==> src/rtl/mul_accumulator.sv <==
// Multiply-accumulate back end: sums N consecutive products from the multiplier
// and offers the total on a valid/ready port, holding off new products until it is taken.
module mul_accumulator #(
    parameter  int PROD_W = 16,
    parameter  int N      = 4,
    localparam int SUM_W  = PROD_W + $clog2(N),
    localparam int CNT_W  = $clog2(N) + 1
) (
    input  logic              clk,
    input  logic              reset,
    input  logic [PROD_W-1:0] prod,
    input  logic              prod_valid,
    input  logic              clear,
    output logic [SUM_W-1:0]  sum,
    output logic              sum_valid,
    input  logic              sum_ready,
    output logic [CNT_W-1:0]  acc_cnt,
    output logic              busy,
    output logic              drop_err
);

    typedef enum logic {ACCUM = 1'b0, HOLD = 1'b1} state_t;

    state_t            state, n_state;
    logic [SUM_W-1:0]  acc, n_acc, n_sum, prod_ext, acc_nxt;
    logic [CNT_W-1:0]  n_cnt;
    logic              n_sv, n_busy, n_drop;

    assign prod_ext = SUM_W'(prod);
    assign acc_nxt  = acc + prod_ext;

    always_ff @(posedge clk) begin
        if (reset) begin
            state     <= ACCUM;
            acc       <= '0;
            acc_cnt   <= '0;
            sum       <= '0;
            sum_valid <= 1'b0;
            busy      <= 1'b0;
            drop_err  <= 1'b0;
        end else begin
            state     <= n_state;
            acc       <= n_acc;
            acc_cnt   <= n_cnt;
            sum       <= n_sum;
            sum_valid <= n_sv;
            busy      <= n_busy;
            drop_err  <= n_drop;
        end
    end

    always_comb begin
        n_state = state;
        n_acc   = acc;
        n_cnt   = acc_cnt;
        n_sum   = sum;
        n_sv    = sum_valid;
        n_busy  = busy;
        n_drop  = drop_err;
        if (clear) begin
            // abort wins over both handshakes; sum keeps its last delivered value
            n_state = ACCUM;
            n_acc   = '0;
            n_cnt   = '0;
            n_sv    = 1'b0;
            n_busy  = 1'b0;
            n_drop  = 1'b0;
        end else begin
            case (state)
                ACCUM: begin
                    if (prod_valid) begin
                        if (acc_cnt == CNT_W'(N - 1)) begin
                            n_sum   = acc_nxt;
                            n_sv    = 1'b1;
                            n_busy  = 1'b1;
                            n_acc   = '0;
                            n_cnt   = '0;
                            n_state = HOLD;
                        end else begin
                            n_acc = acc_nxt;
                            n_cnt = acc_cnt + 1'b1;
                        end
                    end
                end
                HOLD: begin
                    if (sum_ready) begin
                        n_sv    = 1'b0;
                        n_busy  = 1'b0;
                        n_state = ACCUM;
                        // a product coinciding with the transfer opens the next burst
                        if (prod_valid) begin
                            n_acc = prod_ext;
                            n_cnt = CNT_W'(1);
                        end
                    end else if (prod_valid) begin
                        n_drop = 1'b1;
                    end
                end
                default: n_state = ACCUM;
            endcase
        end
    end

endmodule

==> config.mk <==
export PLATFORM = sky130hd
export DESIGN_NAME = mul_accumulator
export DESIGN_NICKNAME = d
export VERILOG_FILES = /design/src/rtl/mul_accumulator.sv
export SDC_FILE = /design/constraint.sdc
export NUM_CORES = 1
export LEC_CHECK = 0
export CAP_MARGIN = 10
export CORE_MARGIN = 4
export CORE_UTILIZATION = 45
export CTS_CLUSTER_DIAMETER = 80
export CTS_CLUSTER_SIZE = 14
export DETAILED_ROUTE_END_ITERATION = 8
export PLACE_DENSITY = 0.73
export SLEW_MARGIN = 10
export SYNTH_ARGS = -nofsm -noshare
export SYNTH_HDL_FRONTEND = slang
export SYNTH_SLANG_ARGS = --single-unit
==> constraint.sdc <==
create_clock -name clk -period 3 [get_ports clk]
set_clock_uncertainty 0.1 [all_clocks]
set_input_delay 0.6 -clock clk [delete_from_list [all_inputs] [get_ports clk]]
set_output_delay 0.6 -clock clk [all_outputs]
set_load 0.02 [all_outputs]
* Yosys cells after proc, flatten, opt, wreduce, memory -nomap -nowiden *
Index checks and enable logic that the tools add are counted.
W data, S select, Z words.

word-level totals
  input port bits = 21
  memories = 0
  bits in latches = 0
  output and inout bits = 24
  ROM bits = 0
  register bits after elaboration = 42
  word-level logic and storage cells = 39
  bits in writable memories = 0

cells by class
  divide/modulo/power cells = 0
  multipliers = 0
  multiplexer cells = 18
  equal/unequal tests = 5
  shift-type cells = 0
  bitwise logic cells = 3
  $add $sub $neg = 2
  $lt $le $gt $ge = 0
  reductions and logical operators = 5

operators with widths
  cell                   count
  $mux W18               4
  $pmux W18 S2           1
  $add A18 B16 Y18       1
  $mux W3                4
  $reduce_and A3 Y1      3
  $ne A2 B2 Y1 const B   4
  $mux W1                6
  $pmux W3 S2            1
  $pmux W1 S2            2
  $reduce_and A4 Y1      1
  $add A3 B1 Y3 const B  1
  $eq A3 B2 Y1 const B   1
  $not A1 Y1             3
  $reduce_or A2 Y1       1

* Longest topological paths before layout *
  depth after elaboration = 4
  gate-level depth with buffers = 10
  gate-level depth less buffers = 10

* Worst setup path after synthesis *
Ideal clock, no wire load.

  kind = input -> register
  start point = input prod[0]
  end point = register acc[16]
  path buffers = 0
  library setup time = 0.133 ns
  stages on the path = 10
  arrival = 2.288 ns
  setup slack = 0.479 ns
  path through = ha_1 > inv_1 > fa_1 > and2b_1 > o2111ai_2 > a21oi_2 > a211o_4 > a221oi_4 > or3_1 > a31oi_1

on the way
  word-level cells in the longest chain between the ends = 4

RTL lines
  what                    RTL line  text
  start: declaration      11        input logic [PROD_W-1:0] prod,
  $add A18 B16 Y18        30        assign acc_nxt = acc + prod_ext;
  $mux W18                72        if (acc_cnt == CNT_W'(N - 1)) begin
  $mux W18                71        if (prod_valid) begin
  $pmux W18 S2            69        case (state)
  end signal: assignment  43        acc <= n_acc;
  end: declaration        25        logic [SUM_W-1:0] acc, n_acc, n_sum, prod_ext, acc_nxt;

Every way passes these cells. The select of a mux whose other input is x is not followed.
A chain may end at the register's enable or synchronous reset.

* Worst setup path in the final report *
  start point = input prod[0]
  end point = register sum[16]

on the way
  word-level cells in the longest chain between the ends = 1

RTL lines
  what                    RTL line  text
  $add A18 B16 Y18        30
  end signal: assignment  45        sum <= n_sum;
  end: declaration        14        output logic [SUM_W-1:0] sum,

Every way passes these cells.

==> run summary <==
The run finished with clean final reports. The worst endpoint required time came out at 3.15 ns. The run gives 0.8953 as the weighted congestion reported at the end of routability-driven placement. The logs give 2,531 for the number of global-route vias before repair and 0 for the number of hold buffers added after CTS. Detailed placement finished with a half-perimeter wire length of 5191 microns. TritonCTS built the clock tree. The run gives 0.208 as the combinational share of power.

The post-layout utilization of the core is 0.5998, and the clock share of power is 0.351. The die covers 7064 sq um. The clock net in this run drives a total of 42 sinks.

The gate count after technology mapping is 325. The internal power summed over all cells came out at 0.9427 mW. The number of inserted diodes is 0, and the share of the cycle needed by the critical path after routing is 0.9382. For the summed instance area of the synthesized netlist, the log shows 2602 sq um. No sink is reached through more buffers than the 2 on the longest clock path. The buffer type at the clock tree root is clkbuf_8. Summing all multi-input logic gate instances after layout gives 1674 sq um. The logs give 0 for the count of pins over their slew limit and 0 for the residual antenna-violating net count after detailed routing.

Dividing the detail-routed via count by the number of cells gives 5.755. Summed over all cells, the static leakage comes to 1.326 nW. After the last flow step, the layout net total stands at 419. Dividing the detail-routed wire length by the instance count gives 15.39 microns. Across all setup checks in the final design, the least slack found is 0.1854 ns.

In this run the core area contains 27 standard-cell rows. The post-synthesis register bit count came out at 42. During I/O placement, the number of pins put on the boundary was 45. The worst setup path is launched from an input pin. The fraction of power spent switching nets works out to 0.2772. Dominant register cell in the synthesized netlist: dfxtp_1. For the final routed database, the setup TNS stands at 0 ns.

The critical path in this run is classified as in -> reg. Number of violations reported at the end of detailed-routing iteration 0: 154. Total power for the finished layout comes to 1.304 mW. The number of enable-type register cells in the synthesized netlist is 0. The smallest clock period supported by the final layout is computed as 2.815 ns. Across the VDD grid, the largest voltage drop is 0.2600 mV. For the number of setup violations in the final report, the log shows 0. The share of async-settable or async-resettable flops after synthesis is 0, and the total wire length after detailed routing is 6973 microns.

The register share of total power is 0.442. The run gives 0.3231 as the share of the yosys chip area belonging to registers. Timing analysis after detailed placement gives a worst setup slack of -0.1697 ns. The tools report the startpoint of the most critical hold path as sum[0]. The clock-pin slew reported for the worst setup and hold paths after clock tree synthesis works out to 0.09 ns. The floorplan core area was 5574 sq um.

The floorplan step set the die height to 84.05 microns. The logs give 0 for the number of antenna violations at the first check in global routing and 51 for the distinct cell type count of the synthesized netlist. The global-route total usage across every layer is 0.2038. The layout has 523 filler cells. The startpoint identified for the worst register-to-register timing path is acc[0].

The critical path capture point type was a flop. For this design the total switching power over the nets is 0.3615 mW. Entering global routing, the biggest net connects 22 pins. The first global-routing pass estimated 11,900 microns of wire.

Worst slew margin relative to its limit: 0.2751. The worst hold path belongs to the class reg -> reg. Across all layers, the routed design uses 2,607 vias. For the effective utilization at floorplan, the log shows 0.4669. The total area of sequential cells was 840.8 sq um; the maximum clock rate was 355.3 MHz. The proportion of layout cells with a drive suffix above 1 came out at 0.1155. CTS built an H-tree with a depth of 2. The pre-antenna-repair detailed-routing pass consisted of 4 iterations. The maximum fanout encountered on the critical timing path was 4; the clock insertion delay at the later pin of the skew report was 0.30 ns. Post-route DRC violation count: 0. Tracing the worst setup path back leads to its startpoint at prod[0].

The net count of the mapped netlist was 364. Average instance area after synthesis: 8.008 sq um. After the flow finishes, the layout carries non-filler instances totaling 453. From left edge to right edge, the die measures 84.05 microns. The tools report the number of hold violations in the final report as 0. Setup repair after global routing left no endpoint under its margin. The number of port buffers came out at 44. Buffers inserted during clock tree synthesis total 5. Power density over the cells: 390.1 nW/um^2. The placed cell count is 445.

For the total global routing overflow, the log shows 0. The area added between synthesis and finish works out to 28.46%. The Yosys step of the flow raised 0 warnings. Data arrives at the worst endpoint at 2.96 ns. For the pin with the worst max-slew slack, the measured transition is 1.083 ns. The tool flagged a number of max-cap violations equal to 0.
-- kinds of logic (layout without fill, tap and decap cells) --
| family | after synthesis | count (layout) | share of synthesized area |
|---|---|---|---|
| simple gates | 129 | 129 | 0.2351 |
| xor+xnor | 9 | 9 | 0.03029 |
| flops | 42 | 42 | 0.3231 |
| buf+inv | 23 | 79 | 0.04183 |
| fa+ha+maj | 18 | 18 | 0.08942 |
| mux | 4 | 4 | 0.01587 |
| compound gates | 100 | 100 | 0.2644 |
-- layout make-up --
class | instances | share of cell area
Tap cell | 72 | 0.02695
Multi-Input combinational cell | 260 | 0.5007
Inverter | 4 | 0.004491
Clock inverter | 2 | 0.01123
Timing Repair Buffer | 67 | 0.1834
Sequential cell | 42 | 0.2515
Clock buffer | 6 | 0.02171
-- per-stage QoR --
step	hold WS, ns	cell area, sq um
after floorplan	0.3792	2603
after global placement	0.3447	3212
after detailed placement	0.3483	3212
after CTS	0.3606	3322
after global routing	0.3806	3343
final	0.3595	3343
-- power by group through the flow --
stage | Clock [mW] | Sequential (mW) | Combinational [mW]
after detailed placement | 0 | 0.589 | 0.264
after floorplan | 0 | 0.588 | 0.175
final | 0.457 | 0.576 | 0.271
after CTS | 0.471 | 0.576 | 0.266
after global routing | 0.492 | 0.578 | 0.301
after global placement | 0 | 0.588 | 0.261
-- synth_stat cells, drive strengths merged, types with 2 or more instances --
library cell	n	area share
a211oi	6	0.017
a21o	7	0.020
a21oi	35	0.069
a221oi	12	0.047
a22oi	2	0.0058
a31oi	3	0.0072
and2	2	0.0048
and3	2	0.0048
and4	2	0.0077
buf	6	0.017
clkbuf	13	0.019
dfxtp	42	0.32
ha	17	0.082
inv	4	0.0058
mux2i	3	0.012
nand2	45	0.065
nand2b	3	0.0072
nand3	10	0.019
nand3b	4	0.012
nand4	4	0.0096
nand4b	2	0.0067
nor2	31	0.045
nor2b	6	0.014
nor3	11	0.021
o21a	3	0.0087
o21ai	21	0.040
o31ai	2	0.0058
or3	4	0.010
xnor2	4	0.013
xor2	5	0.017
-- state kept, by name (all words and copies together), names as in the netlist --
| name | cells |
|---|---|
| acc | 18 |
| acc_cnt | 3 |
| busy | 1 |
| drop_err | 1 |
| state | 1 |
| sum | 18 |
-- critical path: stages --
cell and delay, ns:
clkdlybuf4s50_1 0.49, ha_2 0.18, inv_1 0.06, fa_2 0.34, and2b_2 0.27, o2111ai_4 0.14
a21oi_2 0.18, a211o_4 0.15, a221oi_4 0.07, or4_1 0.40, nand3_1 0.08
-- routing by layer --
metal  track usage  vias to the layer above  wire (microns)
met1        0.2592                     1226            3153
met3       0.04442                       14             371
met4       0.06871                        0             146
met5             0                        -               0
met2        0.3393                       70            3302
li1              -                     1297               -
-- cells in the final DEF (no fill, tap or decap), types with 3 or more instances in the layout --
| master | synthesis | routed |
|---|---|---|
| nand2_1 | 45 | 45 |
| clkdlybuf4s50_1 | 0 | 44 |
| dfxtp_1 | 42 | 42 |
| a21oi_1 | 34 | 33 |
| nor2_1 | 31 | 31 |
| buf_4 | 1 | 23 |
| o21ai_0 | 19 | 19 |
| ha_1 | 17 | 16 |
| a221oi_1 | 11 | 11 |
| nor3_1 | 11 | 11 |
| nand3_1 | 10 | 10 |
| a21o_1 | 7 | 7 |
| nor2b_1 | 6 | 6 |
| a211oi_1 | 6 | 6 |
| xor2_1 | 5 | 5 |
| clkbuf_8 | 0 | 5 |
| inv_1 | 4 | 4 |
| xnor2_1 | 4 | 4 |
| nand4_1 | 4 | 4 |
| nand3b_1 | 4 | 4 |
| nand2b_1 | 3 | 3 |
| or3_1 | 3 | 3 |
| mux2i_1 | 3 | 3 |
| o21a_1 | 3 | 3 |
| a31oi_1 | 3 | 3 |
-- final timing paths --
kind	to	slack [ns]	depth (start not counted)
setup / recovery	sum[16]	0.19	11
hold / removal	sum[0]	0.36	2
setup reg to reg	sum[8]	0.62	10
hold reg to reg	sum[0]	0.36	2
-- what timing repair did --
item	4_1_cts	5_1_grt
resized for setup	0	5
buffers inserted	0	0
setup endpoints to repair	0	4
(Power assumes the default switching activity.)
==> patch 1: new RTL, same flow settings <==
Register the output `acc_cnt` once more, with the module's reset; this adds one clock of latency there. The other outputs are not delayed to match.
--- a/src/rtl/mul_accumulator.sv
+++ b/src/rtl/mul_accumulator.sv
@@ -21,6 +21,8 @@
 
     typedef enum logic {ACCUM = 1'b0, HOLD = 1'b1} state_t;
 
+    logic [CNT_W-1:0] acc_cnt_s0;
+
     state_t            state, n_state;
     logic [SUM_W-1:0]  acc, n_acc, n_sum, prod_ext, acc_nxt;
     logic [CNT_W-1:0]  n_cnt;
@@ -33,7 +35,7 @@
         if (reset) begin
             state     <= ACCUM;
             acc       <= '0;
-            acc_cnt   <= '0;
+            acc_cnt_s0 <= '0;
             sum       <= '0;
             sum_valid <= 1'b0;
             busy      <= 1'b0;
@@ -41,7 +43,7 @@
         end else begin
             state     <= n_state;
             acc       <= n_acc;
-            acc_cnt   <= n_cnt;
+            acc_cnt_s0 <= n_cnt;
             sum       <= n_sum;
             sum_valid <= n_sv;
             busy      <= n_busy;
@@ -52,7 +54,7 @@
     always_comb begin
         n_state = state;
         n_acc   = acc;
-        n_cnt   = acc_cnt;
+        n_cnt   = acc_cnt_s0;
         n_sum   = sum;
         n_sv    = sum_valid;
         n_busy  = busy;
@@ -69,7 +71,7 @@
             case (state)
                 ACCUM: begin
                     if (prod_valid) begin
-                        if (acc_cnt == CNT_W'(N - 1)) begin
+                        if (acc_cnt_s0 == CNT_W'(N - 1)) begin
                             n_sum   = acc_nxt;
                             n_sv    = 1'b1;
                             n_busy  = 1'b1;
@@ -78,7 +80,7 @@
                             n_state = HOLD;
                         end else begin
                             n_acc = acc_nxt;
-                            n_cnt = acc_cnt + 1'b1;
+                            n_cnt = acc_cnt_s0 + 1'b1;
                         end
                     end
                 end
@@ -101,5 +103,13 @@
         end
     end
 
+    always_ff @(posedge clk) begin
+        if (reset) begin
+            acc_cnt <= '0;
+        end else begin
+            acc_cnt <= acc_cnt_s0;
+        end
+    end
+
 endmodule
 
Check against the original RTL: not equivalent (Yosys sat finds a counterexample within 4 cycles, from zero or initial values and one cycle with reset high).
==> patch 1 against the unedited design <==
  * Total power is 6.1% higher
  * Clock power is 4.8% higher
  * First-iteration DRC count is 0.65% lower
  * Critical path depth is 1 lower
  * Cell area is 1.9% higher
  * Combinational power is 6% higher
  * Sequential cell count is 3 higher
  * Sequential power is 7.1% higher
  * Wire length is 7.2% higher
  * Synthesized area is 2.3% higher
  * Utilization is 0.75 points higher
  * Worst setup slack better by 0.0016 ns
  * Critical endpoint unchanged
  * Largest cell class unchanged
  * Highest routed layer unchanged
==> patch 1: results <==
synth:
  synth_top_flop_cell: "dfxtp_1"
  seq_area_frac_synth_pct: 33.9
  synth_area_leaders: "dfxtp_1 34%, ha_1 8.0%, a21oi_1 6.4%, nand2_1 6.2%, nor2_1 4.5%"
  synth_common_cells: "45 x dfxtp_1, 44 x nand2_1, 34 x a21oi_1"
  yosys_warnings: 0
  synth_area_per_cell_um2: 7.94
  synth_nets: 374
  synth-async-reset-ratio_pct: 0
  synth_cell_types: 54
critical_path:
  critPathArrivalTime_ns: 2.92
  critical_path.top_delay_family: "compound AO/OA/AOI/OAI gates"
  reg2reg_from: "acc[0]"
  path_max_fanout: 3
  slowest_stage: "clkdlybuf4s50_1"
  cp-end-kind: "flop"
  reg2reg_to: "sum[16]"
  cp_slowest_stage_delay_ns: 0.49
  reg2regPathDepth: 9
  r2r_slack_ns: 0.59
  startpoint: "prod[0]"
placed_design:
  dp.cells: 457
  io_buffer_count: 44
  place.gp.congestion: 0.942
  hpwl_mm: 5.67
  place_area_um2: 3290
  dp_slack_ns: -0.112
finish:
  fillers: 515
  drive_gt1_share_pct: 11.5
  n_antenna_cell: 0
  reg_top3: "acc x18, sum x18"
  fin_cells: 465
  nets: 431
min_path:
  hold_path.class: "flop to flop"
  hold_path.startpoint: "sum[6]"
  hold_path_depth: 2
  whs_endpoint: "sum[6]"
pwr:
  p_leak_nw: 1.33
  vdd_ir_drop_max_mv: 0.252
route:
  vias: 2690
  totalWireLength_mm: 7.48
  drtIter0Drc: 153
  drt_pass1_iterations: 4
sta:
  hold_slack_ns: 0.359
  fin_crit_sh_pct: 93.8
  relSlewSlack_pct: 55.6
clock_tree:
  cts_inserted_buffers: 5
  cts_max_path_buffers: 2
  clk_transition_reported_paths_ns: 0.10
  clock_latency_ns: 0.31
  postCtsSetupBuffers: 0
  cts_resized: 0
grt:
  grtUsageTotal_pct: 21.7
  grt_max_degree: 20
  grt_antenna_before_repair: 0
  grt_pass1_wl_mm: 12.7
  grt_pass1_vias: 2605
run_status:
  outcome: "complete, no violations"
patch 1: changes by cell type after synthesis, sizes merged, moves of 4 or more:
cell	change
a21o	-5
o211ai	+6
nor3	-7
buf	+4
nand3b	-4
inv	+5
xnor2	+5
patch 1: routing by layer:
metal	up-vias	GRT usage [%]	part of all wire (%)
met1	1270	27.8	44
met5	-	0	0
met2	90	35.5	48
met4	0	7.48	1.4
li1	1319	-	-
met3	11	5.24	6.6
patch 1: tightest hold or removal path: stages, from the launching register on:
cell	delay (ns)
dfxtp_1	0.32
nand2_1	0.05
a21oi_1	0.05
patch 1: report_power, final:
part	total (mW)	leakage [nW]	switching, mW	internal [mW]
clock	0.479	0.0543	0.229	0.250
combinational	0.288	0.907	0.157	0.131
sequential	0.617	0.365	0.00743	0.609
total	1.38	1.33	0.393	0.990
patch 1: cell type report:
| class | count | area [um^2] | area share [%] |
|---|---|---|---|
| Clock inverter | 3 | 46.3 | 1.36 |
| Clock buffer | 5 | 68.8 | 2.02 |
| Inverter | 9 | 33.8 | 0.992 |
| Multi-Input combinational cell | 261 | 1630 | 47.9 |
| Timing Repair Buffer | 70 | 636 | 18.7 |
| Tap cell | 72 | 90.1 | 2.65 |
| Sequential cell | 45 | 901 | 26.5 |
patch 1: logic make-up (layout without fill, tap and decap cells):
logic type | after synthesis | in the layout | share of synthesized area [%]
DFF | 45 | 45 | 33.9
xor gates and xnor gates | 11 | 11 | 3.62
adders and majority gates | 18 | 18 | 8.74
AOI/OAI and AO/OA | 109 | 109 | 27.5
and+or+nand+nor | 122 | 122 | 21.0
muxes | 1 | 1 | 0.376
buffers and inverters | 29 | 87 | 4.89
==> patch 2: new RTL, config.mk and constraints unchanged <==
Made on the original files. The parameter `PROD_W` goes from 16 to 14.
--- a/src/rtl/mul_accumulator.sv
+++ b/src/rtl/mul_accumulator.sv
@@ -1,7 +1,7 @@
 // Multiply-accumulate back end: sums N consecutive products from the multiplier
 // and offers the total on a valid/ready port, holding off new products until it is taken.
 module mul_accumulator #(
-    parameter  int PROD_W = 16,
+    parameter  int PROD_W = 14,
     parameter  int N      = 4,
     localparam int SUM_W  = PROD_W + $clog2(N),
     localparam int CNT_W  = $clog2(N) + 1
Interface: changed (resized prod and sum); port bits go from 45 to 41. No check against the original RTL was run, so the function may have changed too.
==> patch 2 against the unedited design <==
  * Non-clock buffer count decreased by 1
  * Wire length decreased by 7.3%
  * Synthesized area decreased by 8.1%
  * Total power shrank 4.4%
  * Register-to-register slack lost 0.21 ns
  * Die area shrank 7.3%
  * Sequential power fell by 9.2%
  * Sequential cell count down 4
  * Largest cell class unchanged
  * Worst setup slack got worse by 0.080 ns
  * Cell area fell by 6.7%
==> patch 2: results <==
synth:
  synth_nets: 326
  synth_area_leaders: "dfxtp_1 32%, ha_1 7.8%, a21oi_1 6.7%, o21ai_0 5.0%, nand2_1 4.2%"
  yosys_warnings: 0
  synth_common_cells: "38 x dfxtp_1, 32 x a21oi_1, 27 x nand2_1"
  seq_area_frac_synth_pct: 31.8
  synth_cell_types: 55
  synth-async-reset-ratio_pct: 0
route:
  wl_per_cell_um: 15.5
  vias_per_cell: 5.72
  drt_pass1_iterations: 4
  drtIter0Drc: 129
critical_path:
  reg2regPathDepth: 7
  critPathArrivalTime_ns: 2.98
  reg2reg_to: "acc[12]"
  path_max_fanout: 4
  r2r_slack_ns: 0.41
finish:
  nets: 380
  fillers: 485
  reg_top3: "acc x16, sum x16, acc_cnt x3"
  drive_gt1_share_pct: 15.9
placed_design:
  place.gp.congestion: 0.932
  dp_slack_ns: -0.319
  io_buffer_count: 40
  hpwl_mm: 4.82
min_path:
  whs_endpoint: "sum[1]"
  hold_path_depth: 2
  hold_path.startpoint: "sum[1]"
  hold_path.class: "flop to flop"
grt:
  grt_max_degree: 25
  grt_pass1_wl_mm: 11.0
  grt_pass1_vias: 2378
  grtUsageTotal_pct: 21.3
sta:
  tightestPinTransition_ns: 0.680
  setup_viol: 0
  hold_slack_ns: 0.356
  timing.final.ws_setup_ns: 0.106
run_status:
  outcome: "complete, no violations"
pwr:
  p_leak_nw: 1.26
  vdd_ir_drop_max_mv: 0.274
clock_tree:
  clock_latency_ns: 0.30
  cts_root_buf: "clkbuf_8"
  cts_max_path_buffers: 2
## patch 2: final cells by class
type / count / area (um^2) / share of cell area [%]
clock buffer: 5 / 68.8 / 2.21
tap: 70 / 87.6 / 2.81
inverter: 2 / 7.51 / 0.241
sequential: 38 / 761 / 24.4
clock inverter: 3 / 45.0 / 1.44
timing repair buffer: 66 / 598 / 19.2
multi-input combinational: 232 / 1550 / 49.7
## patch 2: power by group
part           internal (mW)  total, mW  switching [mW]
registers              0.515      0.523         0.00754
clock network          0.247      0.452           0.204
logic                  0.133      0.272           0.139
## patch 2: metrics by stage
stage	setup TNS [ns]	cells	cell area, um^2
after CTS	0	415	3090
final	0	416	3120
after global placement	-0.753	407	2980
after global routing	0	416	3120
after detailed placement	-1.10	407	2980
after floorplan	0	291	2390
## patch 2: what timing repair did
item | CTS | global route
gates resized for setup | 0 | 5
setup endpoints to repair | 0 | 1
endpoints found under the hold margin | 0 | 0
setup buffers | 0 | 1
## patch 2: per-layer routing
| layer | routed length, um | track usage [%] | up-vias |
|---|---|---|---|
| met5 | 0 | 0 | - |
| met2 | 3120 | 35.6 | 56 |
| li1 | - | - | 1186 |
| met3 | 297 | 4.55 | 11 |
| met1 | 2950 | 27.4 | 1126 |
| met4 | 96 | 6.42 | 0 |
## patch 2: worst max-delay path, stage by stage
cell,delay (ns)
clkdlybuf4s50_1,0.46
fa_2,0.42
a21o_2,0.23
a221o_1,0.41
a2111oi_4,0.42
nor4b_2,0.09
or3_1,0.34
## patch 2: worst max-delay path by stage
stage	from	endpoint
3_5_place_dp	prod[0]	acc[12]
5_1_grt	prod[1]	acc[12]
6_report	prod[1]	acc[12]
3_3_place_gp	prod[0]	acc[12]
4_1_cts	prod[0]	acc[12]
2_1_floorplan	prod[0]	acc[12]
## patch 2: cell families (layout without fill, tap and decap cells)
group,count (synthesis),count (layout),share of synthesized area [%]
AOI/OAI and AO/OA,99,99,27.6
xor gates and xnor gates,9,9,3.29
adders and majority gates,16,16,8.68
buffers and inverters,21,76,4.03
DFF,38,38,31.8
muxes,3,3,1.36
and+or+nand+nor,105,105,23.3
